<file path="src/rtl/uart_rx_cfg.sv">
// uart_rx_cfg: oversampling UART receiver with 3-sample majority vote,
// false-start rejection, runtime parity / stop-bit selection and a
// valid/ready output register carrying parity, framing and overrun flags.
//
// Ports:
//   clk, rst           system clock, asynchronous active-high reset
//   baud_clk           oversample tick strobe (B_TICK pulses per bit)
//   baud_en            enables the shared baud tick generator during a frame
//   rx_data            asynchronous serial input, idles high
//   cfg_parity         00/11 none, 01 even, 10 odd (latched at frame start)
//   cfg_stop2          0 one stop bit, 1 two stop bits (latched at frame start)
//   out_data           received word, right-aligned, first line bit in LSB
//   out_valid          out_data and error flags hold a frame
//   out_ready          consumer accepts the held frame
//   parity_err         parity mismatch for the held frame
//   frame_err          a stop bit voted 0 for the held frame
//   overrun_err        one-cycle pulse when a completed frame is dropped
module uart_rx_cfg #(
  parameter int unsigned D_W    = 8,
  parameter int unsigned B_TICK = 16
) (
  input  logic           clk,
  input  logic           rst,
  input  logic           baud_clk,
  output logic           baud_en,
  input  logic           rx_data,
  input  logic [1:0]     cfg_parity,
  input  logic           cfg_stop2,
  output logic [D_W-1:0] out_data,
  output logic           out_valid,
  input  logic           out_ready,
  output logic           parity_err,
  output logic           frame_err,
  output logic           overrun_err
);

  localparam int unsigned TW = $clog2(B_TICK);
  localparam int unsigned IW = $clog2(D_W + 1);

  localparam logic [TW-1:0] T_S0  = TW'(B_TICK / 2 - 1);
  localparam logic [TW-1:0] T_S1  = TW'(B_TICK / 2);
  localparam logic [TW-1:0] T_S2  = TW'(B_TICK / 2 + 1);
  localparam logic [TW-1:0] T_END = TW'(B_TICK - 1);
  localparam logic [IW-1:0] I_END = IW'(D_W);

  typedef enum logic [2:0] {IDLE, START, DATA, PARITY, STOP} state_t;

  state_t         state;
  logic           sync1, sync2;
  logic [TW-1:0]  t_counter;
  logic [IW-1:0]  bit_idx;
  logic [D_W-1:0] shift;
  logic [1:0]     par_mode;
  logic           stop2;
  logic           stop_idx;
  logic           perr, ferr;
  logic           armed;
  logic           smp0, smp1;

  logic line, vote, vote_tick, bit_end, par_en, frame_ferr;

  assign line       = sync2;
  // Majority of the two stored samples and the live third sample.
  assign vote       = (smp0 & smp1) | (smp0 & line) | (smp1 & line);
  assign vote_tick  = baud_clk && (t_counter == T_S2);
  assign bit_end    = baud_clk && (t_counter == T_END);
  assign par_en     = ^par_mode;
  assign frame_ferr = ferr | ~vote;

  // Synchroniser, receive FSM and output register.
  always_ff @(posedge clk or posedge rst) begin
    if (rst) begin
      state       <= IDLE;
      sync1       <= 1'b1;
      sync2       <= 1'b1;
      t_counter   <= '0;
      bit_idx     <= '0;
      shift       <= '0;
      par_mode    <= '0;
      stop2       <= 1'b0;
      stop_idx    <= 1'b0;
      perr        <= 1'b0;
      ferr        <= 1'b0;
      armed       <= 1'b1;
      smp0        <= 1'b0;
      smp1        <= 1'b0;
      baud_en     <= 1'b0;
      out_data    <= '0;
      out_valid   <= 1'b0;
      parity_err  <= 1'b0;
      frame_err   <= 1'b0;
      overrun_err <= 1'b0;
    end else begin
      sync1       <= rx_data;
      sync2       <= sync1;
      overrun_err <= 1'b0;

      // Accepted frame leaves the register unless a new load overrides below.
      if (out_valid && out_ready) out_valid <= 1'b0;

      // Bit-time counter and the two early vote samples.
      if (baud_clk && state != IDLE) begin
        if (t_counter == T_END) t_counter <= '0;
        else                    t_counter <= t_counter + TW'(1);
        if (t_counter == T_S0) smp0 <= line;
        if (t_counter == T_S1) smp1 <= line;
      end

      case (state)
        IDLE: begin
          if (line) begin
            armed <= 1'b1;
          end else if (armed) begin
            state     <= START;
            baud_en   <= 1'b1;
            t_counter <= '0;
            par_mode  <= cfg_parity;
            stop2     <= cfg_stop2;
            perr      <= 1'b0;
            ferr      <= 1'b0;
            bit_idx   <= '0;
            stop_idx  <= 1'b0;
          end
        end

        START: begin
          if (vote_tick && vote) begin
            // False start: the line was back high at mid-bit.
            state     <= IDLE;
            baud_en   <= 1'b0;
            t_counter <= '0;
          end else if (bit_end) begin
            state   <= DATA;
            bit_idx <= '0;
          end
        end

        DATA: begin
          if (vote_tick) begin
            shift   <= {vote, shift[D_W-1:1]};
            bit_idx <= bit_idx + IW'(1);
          end
          if (bit_end && bit_idx == I_END) state <= par_en ? PARITY : STOP;
        end

        PARITY: begin
          // Even mode (01) wants total XOR 0, odd mode (10) wants 1.
          if (vote_tick) perr <= ((^shift) ^ vote) != par_mode[1];
          if (bit_end) state <= STOP;
        end

        STOP: begin
          if (vote_tick) begin
            if (stop_idx == stop2) begin
              // Final stop vote: complete the frame without waiting for bit end.
              state     <= IDLE;
              baud_en   <= 1'b0;
              t_counter <= '0;
              armed     <= ~frame_ferr;
              if (!out_valid || out_ready) begin
                out_data   <= shift;
                parity_err <= perr;
                frame_err  <= frame_ferr;
                out_valid  <= 1'b1;
              end else begin
                overrun_err <= 1'b1;
              end
            end else begin
              stop_idx <= 1'b1;
              if (!vote) ferr <= 1'b1;
            end
          end
        end

        default: state <= IDLE;
      endcase
    end
  end

endmodule

</file>
<file path="config.mk">
export PLATFORM = sky130hd
export DESIGN_NAME = uart_rx_cfg
export DESIGN_NICKNAME = d
export VERILOG_FILES = /design/src/rtl/uart_rx_cfg.sv
export SDC_FILE = /design/constraint.sdc
export NUM_CORES = 1
export LEC_CHECK = 0
export BUFFER_PORTS_ARGS = -buffer_cell sky130_fd_sc_hd__buf_2
export CAP_MARGIN = 10
export CORE_MARGIN = 4
export CORE_UTILIZATION = 58
export DETAILED_ROUTE_END_ITERATION = 12
export GPL_ROUTABILITY_DRIVEN = 0
export PLACE_DENSITY = 0.79
export SLEW_MARGIN = 0
export SYNTH_ARGS = -nofsm -noshare
export SYNTH_HDL_FRONTEND = slang
export SYNTH_SLANG_ARGS = --single-unit
</file>
<file path="constraint.sdc">
create_clock -name clk -period 2.9 [get_ports clk]
set_clock_uncertainty 0.15 [all_clocks]
set_input_delay 0.145 -clock clk [delete_from_list [all_inputs] [get_ports clk]]
set_output_delay 0.145 -clock clk [all_outputs]
set_load 0.02 [all_outputs]
</file>
==> results of run 1 <==
## power groups by stage
stage                     clock (uW)  sequential [uW]  combinational, uW
after CTS                        379              747                348
after global placement             0              750                324
after global routing             408              764                391
final                            372              750                346
after detailed placement           0              760                337
after floorplan                    0              729                289
## sequential cells by signal, summed over array words and instances (netlist names), 2 cells and up
| name | count |
|---|---|
| state | 3 |
| par_mode | 2 |
| t_counter | 4 |
| out_data | 8 |
| shift | 8 |
| bit_idx | 4 |
## worst max-delay path, cell delays in order, from the launching register on
cell and delay (ns):
dfrtp_1 0.49, ha_1 0.31, nand4_2 0.17, or3b_1 0.40, o21a_1 0.14, or2_1 0.24
a221o_1 0.37
## worst min path at each step
stage,to,slack (ns),cells past startpoint
floorplan,sync1,-0.0005,0
global placement,frame_err,0.01,2
detailed placement,frame_err,0.02,2
CTS,frame_err,0.18,3
global route,frame_err,0.22,3
finish,frame_err,0.19,3
## cells in the final DEF, fill, tap and decap left out, types with 4 or more instances in the layout
master / Yosys / routed
ha_1: 5 / 5
nor2_1: 11 / 11
nor3_1: 4 / 4
buf_2: 3 / 20
dlygate4sd3_1: 0 / 7
mux2_2: 20 / 20
nand2_1: 21 / 21
dfrtp_1: 40 / 40
inv_1: 8 / 8
a21oi_1: 6 / 6
o21ai_0: 7 / 7
nand3_1: 5 / 5
clkbuf_4: 0 / 5
xnor2_1: 9 / 9
## cell type report
cell class              instances  share of cell area, %
clock buffers                   6                   1.76
clock inverters                 2                   1.60
inverters                       8                   1.28
multi-input cells             127                   39.0
flip-flops and latches         43                   46.0
well taps                      46                   2.45
repair buffers                 29                   7.89
## per-layer routing
metal	track usage, %	routed length (um)	up-vias
met5	0	0	-
met4	11.6	148	0
met3	5.16	174	18
met2	35.0	1960	40
met1	22.8	1630	709
li1	-	-	699
## cells by family (layout without fill, tap and decap cells)
| logic type | after synthesis | in the layout | share of synthesized area [%] |
|---|---|---|---|
| AND/OR/NAND/NOR | 60 | 60 | 15.1 |
| flip-flops | 43 | 43 | 52.5 |
| AO/OA/AOI/OAI | 27 | 27 | 8.75 |
| multiplexers | 22 | 22 | 11.9 |
| buffers and inverters | 14 | 45 | 3.10 |
| XOR/XNOR | 12 | 12 | 5.11 |
| adder cells (fa/ha/maj) | 6 | 6 | 3.53 |
## per-stage QoR
| step | setup slack (ns) | hold WS (ns) | power (uW) |
|---|---|---|---|
| after floorplan | 0.790 | -0.000522 | 1020 |
| after global placement | 0.729 | 0.0100 | 1070 |
| after detailed placement | 0.569 | 0.0221 | 1100 |
| after CTS | 0.552 | 0.178 | 1470 |
| after global routing | 0.443 | 0.225 | 1560 |
| final | 0.522 | 0.187 | 1470 |
==> metrics.cfg, run 1 <==
[logic_synthesis]
synth-edff-count=0
netlist_area_sq_um=2060
synth_cells=184
yosys-top-cells-count=dfrtp_1, nand2_1, mux2_2, nor2_1, xnor2_1
synth_top_flop_cell=dfrtp_1
synth_fp_nets=197
yosysTopAreaCell=dfrtp_1
seq_area_frac_synth_pct=52.5
synth_area_leaders=dfrtp_1, mux2_2, dfstp_2
yosys_warnings=0
synth.most_common_cell=dfrtp_1
synthArstFlopShare_pct=100
syn_area_per_cell_sq_um=11.2
ys_seq_elements=43
yosysTopAreaCellShare_pct=48.6
ys_types=44

[detailed_routing]
final_antenna_net_count=0
drt_iter0_markers=123
wire_per_inst_um=15.0
dr.pass1.iters=4
drc_errors=0
vias=1466
viasPerCell=5.62
drt-total-wl_um=3910

[placement]
dp_hpwl_um=2840
port_buffers=20
placed_area_sq_um=2200
dp.cells=246

[layout]
utilization_pct=69.2
drive_gt1_share_pct=26.0
seq_area_sq_um=1080
finalNonFillerCells=261
stdcell_area_sq_um=2350
area_delta_synth_final_pct=14.0
final.fill_count=246
multi_input_area_sq_um=915
diodes=0
fin_nets=227

[sta]
hold_viol_final=0
fmax_mhz=420
rsz0062_at_grt=false
max_slew_margin_pct=65.5
setup_viol=0
finalMaxSlewViolations=0
finalCritPeriodShare_pct=82.0
period_needed_ns=2.38
worst_pin_slew_ns=0.514
final.setup.tns_ns=0

[clock_tree]
clk_latency_ns=0.35
cts_hold_buf=7
root_buffer=clkbuf_4
path_clk_slew_ns=0.12
cts_tree=done
htreeDepth=2
cts_resized=0
postCtsSetupRepairBufs=0
cts_num_sinks=43
clk_path_buf_depth=2
cts-buffers-inserted=5

[worst_setup_path]
rrSetupSlack_ns=0.52
crit_path_max_fanout=7
worstReg2RegEnd=bit_idx[2]
cp_data_required_time_ns=2.99
arrival_ns=2.47
r2r_cells=6
cp-start-kind=flop
startpoint=t_counter[0]
endpoint_kind=flop
crit_end=bit_idx[2]
r2r_start=t_counter[0]
critPathKind=reg2reg

[die]
core_area_sq_um=3390
dieArea_sq_um=4570
initial_core_util_pct=60.7
io_pins=21
die_h_um=67.6
rows=21
die_w_um=67.6

[global_route]
grt_overflow=0
grt_pass1_wl_um=6770
antenna_found_initial=0
grt_pass1_vias=1518
grtUsageTotal_pct=20.4
grt_max_degree=32

[pwr]
p_seq_share_pct=51.1
p_int_uw=1000
ir_drop_uv=396
p_per_area_nw_per_um2=626
p_comb_share_pct=23.6
switching_share_pct=31.9
p_switching_uw=469
power_leakage_uw=0.00118
pwr-share-clk_pct=25.3

[hold_path]
worstHoldPathType=in2async

[status]
status=finished, final reports clean

[run]
cap_violations=0

No activity file was read; power rests on OpenSTA's default activity.
==> inputs of run 2 (changes only) <==
==> constraint.sdc (replaced) <==
create_clock -name clk -period 2.45 [get_ports clk]
set_clock_uncertainty 0.15 [all_clocks]
set_input_delay 0.1225 -clock clk [delete_from_list [all_inputs] [get_ports clk]]
set_output_delay 0.1225 -clock clk [all_outputs]
set_load 0.02 [all_outputs]
==> run 2 against run 1 <==
Effect of this change:
- sequential share of layout area about the same
- cell area barely moved
- critical endpoint unchanged
- clock power rose by 2%
- combinational power up 26%
- largest power group unchanged
- die area is the same
- via count grew 1.3%
- worst hold slack improved by 0.028 ns
- setup slack got worse by 0.40 ns
- cell count grew 0.38%
- utilization hardly changed
- critical path depth unchanged
==> metrics.cfg, run 2 (same netlist as run 1, synthesis figures left out) <==
[status]
status=finished, final reports clean

[worst_setup_path]
critPathKind=reg2reg
crit_slowest_cell=dfrtp_1
rrSetupSlack_ns=0.13
endpoint_kind=flop
crit_buf_inv=0
cp-start-kind=flop
arrival_ns=2.43
crit_path_max_fanout=7
r2r_cells=6
r2r_start=t_counter[0]
cp_cell_sequence=ha_1 > nand4_2 > or3b_1 > o21a_1 > or2_1 > a221o_1
cp_data_required_time_ns=2.55
critPathMaxStageDelay_ns=0.48
crit_family=simple AND/OR/NAND/NOR gates
worstReg2RegEnd=bit_idx[2]

[hold_path]
worstHoldPathType=reg2reg
whs_path_depth=0
min_to=line
hp-start=sync1

[pwr]
p_per_area_nw_per_um2=720
power_leakage_uw=0.00118
ir_drop_uv=638

[clock_tree]
clk_path_buf_depth=2
root_buffer=clkbuf_4
path_clk_slew_ns=0.13
cts-buffers-inserted=5
cts_num_sinks=43
clk_latency_ns=0.35
postCtsSetupRepairBufs=0
htreeDepth=2
cts_tree=done

[detailed_routing]
dr.pass1.iters=4
drc_errors=0
drt-total-wl_um=4030
wire_per_inst_um=15.4
vias=1485
drt_iter0_markers=146
viasPerCell=5.67
final_antenna_net_count=0

[layout]
fin_nets=228
area_delta_synth_final_pct=14.0
finalNonFillerCells=262
layout_common_cells=dfrtp_1, nand2_1, mux2_2, buf_2, nor2_1
top_regs=out_data: 8 flops, shift: 8 flops
diodes=0
drive_gt1_share_pct=27.3
final_common_cell=dfrtp_1

[die]
dieArea_sq_um=4570
die_h_um=67.6
io_pins=21
die_w_um=67.6
core_area_sq_um=3390
rows=21
initial_core_util_pct=60.7

[sta]
hold_viol_final=0
finalCritPeriodShare_pct=94.8
setup_viol=0
worst_pin_slew_ns=0.527
fmax_mhz=430
finalMaxSlewViolations=0
period_needed_ns=2.32
final.setup.tns_ns=0
max_slew_margin_pct=64.9
rsz0062_at_grt=false

[global_route]
grt_overflow=0
grtUsageTotal_pct=21.3
grt_pass1_wl_um=7040
grt_pass1_vias=1561
grt_max_degree=44
antenna_found_initial=0

[placement]
port_buffers=20
dp.cells=247
dp_hpwl_um=2770

[run]
cap_violations=0

[run 2: cell count changes in the layout (fill, tap and decap cells not counted)]
| cell | previous run | this run |
|---|---|---|
| buf_4 | 2 | 3 |
| clkbuf_8 | 0 | 1 |
| nor3_1 | 4 | 3 |
| bufinv_16 | 1 | 0 |
| clkbuf_1 | 1 | 0 |
| nor3_2 | 0 | 1 |
| clkinv_4 | 0 | 1 |
[run 2: cell type report]
type | count | area, sq um
clock inverter | 2 | 16.3
multi-input combinational | 127 | 920
sequential | 43 | 1080
inverter | 8 | 30.0
tap | 46 | 57.6
fill | 256 | 1040
timing repair buffer | 30 | 193
clock buffer | 6 | 51.3
[run 2: worst reg2reg max path, delay by kind of cell, from the launching register on]
kind / cells / cell delay (ns)
adder cells (fa/ha/maj): 1 / 0.29
AO/OA/AOI/OAI: 2 / 0.49
AND/OR/NAND/NOR: 3 / 0.80
flip-flops: 1 / 0.48
[run 2: timing repair]
action	in CTS	in global routing
gates resized for setup	0	1
endpoints found under the setup margin	0	1
hold endpoints to repair	47	0
hold buffers	7	0
[run 2: worst max path at each step]
stage / startpoint / endpoint / slack [ns] / depth (start not counted)
5_1_grt: t_counter[0] / bit_idx[2] / 0.04 / 6
2_1_floorplan: t_counter[0] / bit_idx[2] / 0.34 / 6
3_5_place_dp: t_counter[1] / baud_en / 0.16 / 7
4_1_cts: t_counter[1] / baud_en / 0.15 / 7
6_report: t_counter[0] / bit_idx[2] / 0.13 / 6
3_3_place_gp: t_counter[0] / bit_idx[2] / 0.28 / 6
[run 2: metrics by stage]
| step | utilization [%] | setup WS, ns | total power [uW] | cell area [sq um] | hold slack, ns |
|---|---|---|---|---|---|
| floorplan | - | 0.340 | 1200 | 2060 | -0.0230 |
| global placement | 65.0 | 0.284 | 1280 | 2200 | 0.0787 |
| detailed placement | 65.0 | 0.163 | 1310 | 2200 | 0.0836 |
| CTS | 69.1 | 0.148 | 1690 | 2340 | 0.216 |
| global route | 69.3 | 0.0385 | 1800 | 2350 | 0.229 |
| finish | 69.3 | 0.127 | 1690 | 2350 | 0.215 |
[run 2: report_power, final]
| part | internal (uW) | switching [uW] | leakage (uW) |
|---|---|---|---|
| clock | 142 | 237 | 0.0000345 |
| sequential | 785 | 92.0 | 0.000579 |
| combinational | 188 | 248 | 0.000569 |
[run 2: metal layers]
metal / routed length [um] / GRT usage, % / vias up
met5: 0 / 0 / -
met4: 165 / 15.4 / 0
met3: 203 / 5.16 / 21
met2: 2090 / 35.4 / 49
met1: 1570 / 23.8 / 715
li1: - / - / 700
==> inputs of run 3 (changes only) <==
--- a/config.mk
+++ b/config.mk
@@ -5,10 +5,11 @@
 export SDC_FILE = /design/constraint.sdc
 export NUM_CORES = 1
 export LEC_CHECK = 0
+export ABC_AREA = 1
 export BUFFER_PORTS_ARGS = -buffer_cell sky130_fd_sc_hd__buf_2
 export CAP_MARGIN = 10
 export CORE_MARGIN = 4
-export CORE_UTILIZATION = 58
+export CORE_UTILIZATION = 59
 export DETAILED_ROUTE_END_ITERATION = 12
 export GPL_ROUTABILITY_DRIVEN = 0
 export PLACE_DENSITY = 0.79
==> run 3 against run 2 <==
Effect of this change:
- fmax is 8.0% higher
- area after synthesis is 11% higher
- cell area is 9.7% higher
- clock power is 15% higher
==> metrics.cfg, run 3 <==
[worst_setup_path]
arrival_ns=2.16
cp_data_required_time_ns=2.46
cp_cell_sequence=inv_1 > ha_1 > nand4_4 > nor2_2 > nand3_1 > nand2_1 > o21ai_1
endpoint_kind=flop
critPathKind=reg2reg
crit_slowest_cell=nand3_1
cp-start-kind=flop
r2r_cells=7
crit_path_max_fanout=20
critPathMaxStageDelay_ns=0.49

[logic_synthesis]
yosys_warnings=0
synthArstFlopShare_pct=100
yosysTopAreaCellShare_pct=43.9
synth_area_leaders=dfrtp_1, nand2_1, inv_1
netlist_area_sq_um=2280
yosys-top-cells-count=nand2_1, dfrtp_1, inv_1, o21ai_0
seq_area_frac_synth_pct=47.4
synth_top_flop_cell=dfrtp_1
synth_fp_nets=309
yosysTopAreaCell=dfrtp_1
synth.most_common_cell=nand2_1
synth_cells=296
ys_seq_elements=43
synth-edff-count=0
ys_types=27
syn_area_per_cell_sq_um=7.70

[clock_tree]
cts-buffers-inserted=5
path_clk_slew_ns=0.08
cts_tree=done
root_buffer=clkbuf_8
clk_path_buf_depth=2
htreeDepth=2
clk_latency_ns=0.30
cts_num_sinks=43

[die]
io_pins=21
dieArea_sq_um=4920
core_area_sq_um=3690
initial_core_util_pct=61.8
die_h_um=70.2
rows=22
die_w_um=70.2

[global_route]
grt_overflow=0
grtUsageTotal_pct=20.2
grt_pass1_vias=1860
grt_pass1_wl_um=7980
grt_max_degree=44
antenna_found_initial=0

[sta]
max_slew_margin_pct=54.4
fmax_mhz=465
finalMaxSlewViolations=0
setup_viol=0
finalCritPeriodShare_pct=87.8
rsz0062_at_grt=false
worst_pin_slew_ns=0.682
setup_slack_ns=0.300
period_needed_ns=2.15
final.setup.tns_ns=0
hold_viol_final=0

[detailed_routing]
vias=1889
drt-total-wl_um=4330
drt_iter0_markers=154
drc_errors=0
viasPerCell=5.02
dr.pass1.iters=4
final_antenna_net_count=0
wire_per_inst_um=11.5

[placement]
dp_hpwl_um=3120
placed_area_sq_um=2430
dp_slack_ns=0.308
dp.cells=362
port_buffers=20

[layout]
area_delta_synth_final_pct=13.0
stdcell_area_sq_um=2570
fin_nets=340
diodes=0
utilization_pct=69.8
final.fill_count=292
finalNonFillerCells=376
final_common_cell=nand2_1
top_regs=out_data: 8 flops, shift: 8 flops
layout_common_cells=nand2_1, dfrtp_1, inv_1, o21ai_0, buf_2
drive_gt1_share_pct=17.4

[pwr]
p_per_area_nw_per_um2=834
pwr-share-clk_pct=20.1
power_leakage_uw=0.00135
p_int_uw=1320
switching_share_pct=38.7
ir_drop_uv=539
p_seq_share_pct=46.9
p_switching_uw=831
p_comb_share_pct=33.0

[hold_path]
worstHoldPathType=in2reg
whs_path_depth=5

[run]
cap_violations=0

[status]
status=finished, final reports clean

run 3: cell type report:
| type | instances | area, sq um | area share, % |
|---|---|---|---|
| inverters | 43 | 161 | 6.27 |
| well taps | 48 | 60.1 | 2.33 |
| flip-flops and latches | 43 | 1080 | 41.9 |
| clock inverters | 2 | 12.5 | 0.486 |
| clock buffers | 6 | 72.6 | 2.82 |
| repair buffers | 27 | 168 | 6.51 |
| multi-input cells | 207 | 1020 | 39.7 |
run 3: logic make-up after synthesis:
family                     after synthesis  share of synthesized area [%]
and+or+nand+nor                        153                           30.3
buffers and inverters                   46                           7.85
AOI/OAI and AO/OA                       44                           9.82
DFF                                     43                           47.4
xor gates and xnor gates                 5                           1.92
adders and majority gates                5                           2.74
run 3: metrics by stage:
| step | power (uW) | hold WS (ns) |
|---|---|---|
| 5_1_grt | 2370 | 0.168 |
| 2_1_floorplan | 1560 | -0.0230 |
| 3_3_place_gp | 1690 | 0.0775 |
| 3_5_place_dp | 1720 | 0.0812 |
| 4_1_cts | 2180 | 0.129 |
| 6_report | 2150 | 0.153 |
run 3: power groups by stage:
stage | Clock, uW | Sequential (uW) | Combinational, uW
2_1_floorplan | 0 | 983 | 579
3_3_place_gp | 0 | 1010 | 677
3_5_place_dp | 0 | 1010 | 703
4_1_cts | 456 | 1000 | 716
5_1_grt | 492 | 1030 | 842
6_report | 433 | 1010 | 708
run 3: worst paths after layout:
kind                              start           to  slack, ns
min                            baud_clk         perr       0.15
max                        t_counter[1]  out_data[2]       0.30
max reg2reg                t_counter[1]  out_data[2]       0.30
max in group asynchronous           rst         line       1.44
min reg2reg                       sync1         line       0.21
min in group asynchronous           rst    out_valid       0.33
run 3: what timing repair did:
item                       in CTS  in global routing
setup buffers                   0                  0
setup endpoints to repair       0                  0
hold buffers                    6                  0
hold endpoints to repair       46                  0
gates resized for setup         0                  0
run 3: metal layers:
layer  wire [um]  GRT usage [%]  up-vias
li1            -              -      993
met1        1910           23.8      852
met2        2150           34.9       35
met3         178           5.32        9
met4          87           7.66        0
met5           0              0        -
run 3: worst max-delay path, delay by kind of cell (launching register included):
kind                     cells  cell delay [ns]
AO/OA/AOI/OAI                1             0.09
adder cells (fa/ha/maj)      1             0.20
buffers and inverters        1             0.11
flip-flops                   1             0.41
AND/OR/NAND/NOR              4             1.04
